--- config.mk ---
export PLATFORM = sky130hd
export DESIGN_NAME = stopwatch_countup_flat
export DESIGN_NICKNAME = d
export VERILOG_FILES = /design/src/rtl/stopwatch_countup_if.sv /design/src/rtl/stopwatch_countup.sv /design/src/flat_wrapper.sv
export SDC_FILE = /design/constraint.sdc
export NUM_CORES = 1
export LEC_CHECK = 0
export CORE_ASPECT_RATIO = 1.75
export CORE_MARGIN = 2
export CORE_UTILIZATION = 55
export DETAILED_ROUTE_END_ITERATION = 16
export HOLD_SLACK_MARGIN = 0.02
export PLACE_DENSITY = 0.81
export SLEW_MARGIN = 15
export SYNTH_ARGS = -nofsm -noshare
export SYNTH_HDL_FRONTEND = slang
export SYNTH_SLANG_ARGS = --single-unit
--- constraint.sdc ---
create_clock -name clk -period 3.8 [get_ports clk]
set_input_delay 0.76 -clock clk [delete_from_list [all_inputs] [get_ports clk]]
set_output_delay 0.76 -clock clk [all_outputs]
set_load 0.05 [all_outputs]
--- src/rtl/stopwatch_countup_if.sv ---
// stopwatch_countup_if: button pulses in, live/lap time and status out
// master: the button/pulse side and the display side; slave: the stopwatch core
interface stopwatch_countup_if;
  logic start_stop;
  logic clear;
  logic lap;
  logic [6:0] centiseconds_out;
  logic [5:0] seconds_out;
  logic [5:0] minutes_out;
  logic [6:0] lap_centiseconds;
  logic [5:0] lap_seconds;
  logic [5:0] lap_minutes;
  logic lap_valid;
  logic running;
  logic overflow;
  modport master (
    output start_stop, clear, lap,
    input centiseconds_out, seconds_out, minutes_out,
    input lap_centiseconds, lap_seconds, lap_minutes, lap_valid, running, overflow
  );
  modport slave (
    input start_stop, clear, lap,
    output centiseconds_out, seconds_out, minutes_out,
    output lap_centiseconds, lap_seconds, lap_minutes, lap_valid, running, overflow
  );
endinterface

--- src/rtl/stopwatch_countup.sv ---
// stopwatch_countup: count-up mm:ss.cc stopwatch with start/pause toggle, clear and lap capture
// Ports: clk; rst (asynchronous, active-high); bus (stopwatch_countup_if.slave) carrying the
//   start_stop/clear/lap pulses in and the registered live time, lap time, lap_valid,
//   running and overflow out.
// Optional: define STOPWATCH_SATURATE_EN to hold at MAX_MIN:59.99 (sticky overflow, forced
//   PAUSE) instead of wrapping to 00:00.00 with a one-cycle overflow pulse.
module stopwatch_countup #(
  parameter int TICK_DIV = 1_000_000,
  parameter int MAX_MIN = 59
) (
  input logic clk,
  input logic rst,
  stopwatch_countup_if.slave bus
);
  localparam int PW = $clog2(TICK_DIV);
  localparam logic [PW-1:0] LAST = PW'(TICK_DIV - 1);
  localparam logic [1:0] IDLE = 2'd0, RUN = 2'd1, PAUSE = 2'd2;
  logic [1:0] state, state_nxt;
  logic [PW-1:0] presc;
  logic tick, at_max, cs_wrap, sec_wrap, hold, ovf_nxt;
  logic [6:0] cs_nxt;
  logic [5:0] sec_nxt, min_nxt;
  always_comb begin
    tick = state == RUN && presc == LAST;
    cs_wrap = bus.centiseconds_out == 7'd99;
    sec_wrap = bus.seconds_out == 6'd59;
    at_max = cs_wrap && sec_wrap && bus.minutes_out == 6'(MAX_MIN);
    cs_nxt = cs_wrap ? 7'd0 : bus.centiseconds_out + 7'd1;
    sec_nxt = !cs_wrap ? bus.seconds_out : sec_wrap ? 6'd0 : bus.seconds_out + 6'd1;
    min_nxt = at_max ? 6'd0 : (cs_wrap && sec_wrap) ? bus.minutes_out + 6'd1 : bus.minutes_out;
`ifdef STOPWATCH_SATURATE_EN
    // once saturated the block is pinned in PAUSE and start_stop cannot resume it
    hold = bus.overflow || (tick && at_max);
    ovf_nxt = hold;
`else
    hold = 1'b0;
    ovf_nxt = tick && at_max;
`endif
    state_nxt = hold ? PAUSE : !bus.start_stop ? state : state == RUN ? PAUSE : RUN;
  end
  always_ff @(posedge clk or posedge rst)
    if (rst) begin
      state <= IDLE;
      presc <= '0;
      bus.running <= 1'b0;
      bus.overflow <= 1'b0;
      bus.centiseconds_out <= '0;
      bus.seconds_out <= '0;
      bus.minutes_out <= '0;
      bus.lap_centiseconds <= '0;
      bus.lap_seconds <= '0;
      bus.lap_minutes <= '0;
      bus.lap_valid <= 1'b0;
    end else if (bus.clear) begin
      state <= IDLE;
      presc <= '0;
      bus.running <= 1'b0;
      bus.overflow <= 1'b0;
      bus.centiseconds_out <= '0;
      bus.seconds_out <= '0;
      bus.minutes_out <= '0;
      bus.lap_centiseconds <= '0;
      bus.lap_seconds <= '0;
      bus.lap_minutes <= '0;
      bus.lap_valid <= 1'b0;
    end else begin
      state <= state_nxt;
      bus.running <= state_nxt == RUN;
      bus.overflow <= ovf_nxt;
      // outside RUN the fractional count is frozen so a resume finishes the partial tick
      presc <= state != RUN ? presc : tick ? '0 : presc + 1'b1;
      if (tick && !hold) begin
        bus.centiseconds_out <= cs_nxt;
        bus.seconds_out <= sec_nxt;
        bus.minutes_out <= min_nxt;
      end
      // captures the pre-increment time when a tick lands in the same cycle
      if (bus.lap && state != IDLE) begin
        bus.lap_centiseconds <= bus.centiseconds_out;
        bus.lap_seconds <= bus.seconds_out;
        bus.lap_minutes <= bus.minutes_out;
        bus.lap_valid <= 1'b1;
      end
    end
endmodule

--- src/flat_wrapper.sv ---
// flat-port wrapper written by rule: the top's interface ports become plain ports
module stopwatch_countup_flat 
#(
  parameter int TICK_DIV = 1_000_000,
  parameter int MAX_MIN = 59
)
  (clk, rst, bus_start_stop, bus_clear, bus_lap, bus_centiseconds_out, bus_seconds_out, bus_minutes_out, bus_lap_centiseconds, bus_lap_seconds, bus_lap_minutes, bus_lap_valid, bus_running, bus_overflow);
  stopwatch_countup_if bus_i ();
  input logic clk;
  input logic rst;
  input wire logic [$bits(bus_i.start_stop)-1:0] bus_start_stop;
  input wire logic [$bits(bus_i.clear)-1:0] bus_clear;
  input wire logic [$bits(bus_i.lap)-1:0] bus_lap;
  output wire logic [$bits(bus_i.centiseconds_out)-1:0] bus_centiseconds_out;
  output wire logic [$bits(bus_i.seconds_out)-1:0] bus_seconds_out;
  output wire logic [$bits(bus_i.minutes_out)-1:0] bus_minutes_out;
  output wire logic [$bits(bus_i.lap_centiseconds)-1:0] bus_lap_centiseconds;
  output wire logic [$bits(bus_i.lap_seconds)-1:0] bus_lap_seconds;
  output wire logic [$bits(bus_i.lap_minutes)-1:0] bus_lap_minutes;
  output wire logic [$bits(bus_i.lap_valid)-1:0] bus_lap_valid;
  output wire logic [$bits(bus_i.running)-1:0] bus_running;
  output wire logic [$bits(bus_i.overflow)-1:0] bus_overflow;
  assign bus_i.start_stop = bus_start_stop;
  assign bus_i.clear = bus_clear;
  assign bus_i.lap = bus_lap;
  assign bus_centiseconds_out = bus_i.centiseconds_out;
  assign bus_seconds_out = bus_i.seconds_out;
  assign bus_minutes_out = bus_i.minutes_out;
  assign bus_lap_centiseconds = bus_i.lap_centiseconds;
  assign bus_lap_seconds = bus_i.lap_seconds;
  assign bus_lap_minutes = bus_i.lap_minutes;
  assign bus_lap_valid = bus_i.lap_valid;
  assign bus_running = bus_i.running;
  assign bus_overflow = bus_i.overflow;
  stopwatch_countup #(.TICK_DIV(TICK_DIV), .MAX_MIN(MAX_MIN)) u_core (.clk(clk), .rst(rst), .bus(bus_i));
endmodule
==> flow_summary.ini, run 1 <==
[place]
placed_area_um2 = 3590
place_congestion = 0.860
io_buffers = 45
hpwl_um = 4490

[floorplan]
coreArea_um2 = 5500
initial_core_util_pct = 55.9
die_area_um2 = 6220
die_x_um = 60.5
rows = 36
num_io_pins = 46
die_height_um = 103

[power_and_ir_drop]
p_clk_share_pct = 40.7
switching_share_pct = 27.1
p_switching_uw = 381
leakagePower_nw = 1.53
combinationalPowerShare_pct = 9.4
p_int_mw = 1.02
ir_drop_v = 0.000250
seq_power_share_pct = 49.9
p_per_area_nw_per_um2 = 370

[clocking]
postCtsSetupRepairBufs = 0
cts_tree = built
clk_pin_slew_ps = 80
cts_resized = 0
clockRootBuffer = clkbuf_8
clock_path_buffers = 2
cts.htree.levels = 3
cts_buffers = 9
cts_sinks = 63
clock_latency_ps = 350
hold_buffers = 0

[yosys]
avgSynthCellArea_um2 = 9.20
synthCells = 334
synth.area.top_cells = dfrtp_1, nand2_1, nor2_1, a21oi_1, xnor2_1
syn_nets = 343
dominantRegCellSynth = dfrtp_1
syn_area_um2 = 3070
synth_top_cell_by_area = dfrtp_1
synthArstFlopShare_pct = 100
synth_edf_count = 0
synth_seq_cells = 63
yosysTopAreaCellShare_pct = 51.3
ys_types = 46
yosysSeqAreaShare_pct = 51.3
yosys_warnings = 0

[cells_and_area]
syn_to_final_growth_pct = 23.4
fillCellCount = 449
fin_area_um2 = 3790
drive_above_1_share_pct = 6.51
layout.nets = 388
seqCellArea_um2 = 1580
multi_input_area_um2 = 1410
diodes = 0
final_util_pct = 69.0

[sta]
maxSlewViolCount = 0
relSlewSlack_pct = 38.6
rsz0062_at_grt = no
setup_viol = 0
hold_viol_final = 0
tightest_slew_ps = 921
fmax_mhz = 407
setup_tns_ps = 0
timing.final.crit_share_pct = 64.6
period_needed_ps = 2450
skew_ps = 13.8

[routing]
drc_errors = 0
vias = 2607
antenna_left = 0
drt-initial-drc-count = 125
avgViaCountPerCell = 5.67
wl_per_cell_um = 14.1
wirelength_um = 6500
dr.pass1.iters = 5

[worst_setup_path]
timing.critical_path.arrival_ps = 1690
worstPathMaxFanout = 8
max_stage_delay_ps = 850
end_kind = output pin
reg2reg_depth = 5
cp.required_ps = 3040
startpoint_type = register
crit_chain = clkdlybuf4s50_1
path_buf_inv = 1
crit_slowest_cell = clkdlybuf4s50_1
crit_cells = 1
critPathTopFamily = buffers and inverters
worstSetupPathType = register to output pin

[global_routing]
overflow = 0
grt_pass1_vias = 2507
use_met2_pct = 39.0
grt.total_usage_pct = 23.7
use_met3_pct = 4.52
grt_busiest_layer = met2
use_met1_pct = 28.4
grt_max_degree = 56
grt_pass1_wl_um = 11100
antenna_found_initial = 0

[hold_path]
whs_path_depth = 2
hold_path_class = register to register

[outcome]
run_status = finished clean

[flow_run]
max-cap-violations = 0
-- cells in the mapped netlist (3+ instances only) --
| library cell | instances |
|---|---|
| dfrtp_1 | 63 |
| nand2_1 | 51 |
| nor2_1 | 35 |
| a21oi_1 | 25 |
| nand3_1 | 21 |
| o21ai_0 | 15 |
| clkbuf_1 | 13 |
| xnor2_1 | 13 |
| inv_1 | 10 |
| nor3_1 | 7 |
| and3_1 | 6 |
| o31ai_1 | 5 |
| or3_1 | 5 |
| and4_1 | 4 |
| ha_1 | 4 |
| nand4_1 | 4 |
| o211ai_1 | 4 |
| or4_1 | 4 |
| xor2_1 | 4 |
| mux2i_1 | 3 |
| nand2b_1 | 3 |
-- layout by cell type (no fill, tap or decap), types with 4 or more instances in the layout --
cell,Yosys,final
dfrtp_1,63,63
nand2_1,51,51
clkdlybuf4s50_1,0,45
nor2_1,35,35
a21oi_1,25,25
nand3_1,21,21
o21ai_0,15,15
xnor2_1,13,13
inv_1,10,9
clkbuf_8,0,9
nor3_1,7,7
and3_1,6,6
or3_1,5,5
o31ai_1,5,5
or4_1,4,4
and4_1,4,4
nand4_1,4,4
o211ai_1,4,4
xor2_1,4,4
ha_1,4,4
buf_4,0,4
-- cell type report --
cell class,instances,share of cell area [%]
multi-input cells,246,37.1
clock inverters,7,1.88
repair buffers,49,12.7
inverters,10,1.02
clock buffers,9,3.27
well taps,76,2.51
flip-flops and latches,63,41.6
-- through the flow --
stage / setup WS (ps) / instances / power, mW / hold slack, ps
2_1_floorplan: 1470 / 334 / 0.800 / 511
3_3_place_gp: 1150 / 444 / 0.843 / 488
3_5_place_dp: 1110 / 444 / 0.846 / 494
4_1_cts: 1330 / 460 / 1.41 / 510
5_1_grt: 1180 / 460 / 1.45 / 546
6_report: 1350 / 460 / 1.40 / 504
-- state kept, by name, summed over array words and instances, names as in the netlist --
name and count:
u_core.bus.centiseconds_out 7, u_core.bus.minutes_out 6, u_core.presc 20, u_core.state 2, u_core.bus.lap_centiseconds 7, u_core.bus.lap_minutes 6
u_core.bus.overflow 1, u_core.bus.running 1, u_core.bus.lap_seconds 6, u_core.bus.seconds_out 6, u_core.bus.lap_valid 1
-- path summary, 6_finish.rpt --
check,from,end,slack [ps]
setup / recovery,u_core.bus.centiseconds_out[3],bus_centiseconds_out[3],1350
hold / removal,u_core.bus.lap_valid,u_core.bus.lap_valid,500
setup reg to reg,u_core.presc[12],u_core.bus.minutes_out[2],1350
hold reg to reg,u_core.bus.lap_valid,u_core.bus.lap_valid,500
max in group asynchronous,rst,u_core.bus.lap_seconds[0],2250
min in group asynchronous,rst,u_core.bus.lap_minutes[1],890
-- cells by family after synthesis --
kind of cell / count (synthesis) / synth area share (%)
XOR/XNOR: 17 / 4.85
AO/OA/AOI/OAI: 68 / 13.6
flip-flops: 63 / 51.3
adder cells (fa/ha/maj): 4 / 1.63
multiplexers: 3 / 0.977
AND/OR/NAND/NOR: 154 / 24.6
buffers and inverters: 25 / 3.05
-- metal layers --
layer  share of wire (%)  wire length (µm)  up-vias
met5                   0                 0        -
met4                 2.2               143        0
met3                 3.0               194       11
met2                  54              3520       56
met1                  41              2650     1280
li1                    -                 -     1260
-- power groups by stage --
stage / clock network, mW / logic [mW] / registers (mW)
finish: 0.572 / 0.132 / 0.700
global route: 0.602 / 0.145 / 0.703
CTS: 0.581 / 0.133 / 0.700
detailed placement: 0 / 0.133 / 0.713
global placement: 0 / 0.130 / 0.712
floorplan: 0 / 0.0568 / 0.743
Note: power is estimated with default switching activity, not from simulation.
==> run 2, diff against run 1 <==
- CORE_UTILIZATION: 55 -> 49
- PLACE_DENSITY: 0.81 -> 0.76
- clock period: 3.8 -> 2.15 ns (I/O delays scaled with it)
==> run 2 against run 1 <==
Net effect: largest power group unchanged; first-iteration DRC count is 40% higher; combinational power is 100% higher; worst setup slack worse by 1300 ps; hold slack worse by 69 ps.
==> flow_summary.ini, run 2 (same netlist as run 1, synthesis figures left out) <==
[worst_setup_path]
worstPathMaxFanout = 8
startpoint_type = register
timing.critical_path.arrival_ps = 1680
crit_chain = buf_4 -> clkdlybuf4s50_1
cp.required_ps = 1720
crit_slowest_cell = clkdlybuf4s50_1
max_stage_delay_ps = 810
end_kind = output pin
worstSetupPathType = register to output pin

[sta]
holdWs_ps = 435
skew_ps = 10.3
relSlewSlack_pct = 55.0
period_needed_ps = 2110
tightest_slew_ps = 666
maxSlewViolCount = 0
hold_viol_final = 0
setup_viol = 0
timing.final.crit_share_pct = 98.3
rsz0062_at_grt = yes
setup_tns_ps = 0
setup_slack_ps = 37.2
fmax_mhz = 473

[cells_and_area]
largestRegisters = u_core.presc x20, u_core.bus.centiseconds_out x7, u_core.bus.lap_centiseconds x7
diodes = 0
top_register = u_core.presc
final_cell_mix = dfrtp_1, nand2_1, clkdlybuf4s50_1
layout.nets = 423
drive_above_1_share_pct = 16.0
final_common_cell = dfrtp_1
fin_area_um2 = 4120
syn_to_final_growth_pct = 34.2
largest_reg_flops = 20

[clocking]
cts.htree.levels = 3
cts_buffers = 9
clock_latency_ps = 350
clk_pin_slew_ps = 70
clockRootBuffer = clkbuf_8
cts_tree = built
clock_path_buffers = 2
cts_sinks = 63

[place]
place_ws_ps = -74.6
placed_area_um2 = 3880
place_congestion = 0.878
hpwl_um = 5280
io_buffers = 45

[routing]
vias = 2740
drt-initial-drc-count = 175
antenna_left = 0
avgViaCountPerCell = 5.49
wirelength_um = 7520
dr.pass1.iters = 4
wl_per_cell_um = 15.1
drc_errors = 0

[power_and_ir_drop]
p_per_area_nw_per_um2 = 598
ir_drop_v = 0.000548
leakagePower_nw = 1.84
finalPower_mw = 2.47

[floorplan]
initial_core_util_pct = 50.1
die_height_um = 109
die_area_um2 = 6950
coreArea_um2 = 6130
rows = 38
die_x_um = 63.9
num_io_pins = 46

[outcome]
run_status = finished clean

[global_routing]
grt.total_usage_pct = 24.1
grt_pass1_wl_um = 13100
grt_max_degree = 64
antenna_found_initial = 0
overflow = 0
grt_pass1_vias = 2831

[hold_path]
hold_path_class = primary input to async pin

[flow_run]
max-cap-violations = 0
## run 2: final timing paths
| check | end | start | depth (start not counted) | slack, ps |
|---|---|---|---|---|
| worst max-delay path | bus_centiseconds_out[2] | u_core.bus.centiseconds_out[2] | 2 | 40 |
| worst min-delay path | u_core.presc[12] | rst | 3 | 430 |
| worst max register to register | u_core.bus.minutes_out[4] | u_core.presc[15] | 6 | 60 |
| worst min register to register | u_core.bus.lap_valid | u_core.bus.lap_valid | 2 | 510 |
| max in group asynchronous | u_core.bus.running | rst | 3 | 1390 |
| min in group clk | u_core.bus.lap_minutes[3] | bus_clear | 2 | 510 |
## run 2: layout make-up
| class | count | area (µm²) |
|---|---|---|
| multi-input combinational | 246 | 1450 |
| clock inverter | 5 | 50.0 |
| timing repair buffer | 84 | 779 |
| clock buffer | 11 | 131 |
| inverter | 10 | 37.5 |
| sequential | 63 | 1580 |
| tap | 80 | 100 |
| fill | 494 | 2010 |
## run 2: metrics by stage
step	utilization [%]	instances
detailed placement	63.3	481
CTS	66.9	499
global placement	63.3	481
global route	67.2	499
finish	67.2	499
floorplan	-	334
## run 2: timing repair
item / CTS / global route
pin swaps: 3 / 4
setup endpoints to repair: 5 / 14
resized for setup: 5 / 10
setup buffers: 2 / 0
hold buffers: 0 / 0
## run 2: worst max-delay path, delay by kind of cell, from the launching register on
kind,cells,cell delay [ps]
buffers and inverters,2,960
flip-flops,1,370
## run 2: where the power goes
part	internal [mW]	switching, mW
logic	0.0876	0.179
registers	1.21	0.0247
clock network	0.527	0.442
## run 2: routing by layer
| layer | share of wire (%) | global-route usage (%) |
|---|---|---|
| met5 | 0 | 0 |
| met4 | 2.4 | 11.2 |
| met3 | 3.2 | 5.16 |
| met2 | 56 | 43.7 |
| met1 | 38 | 26.3 |
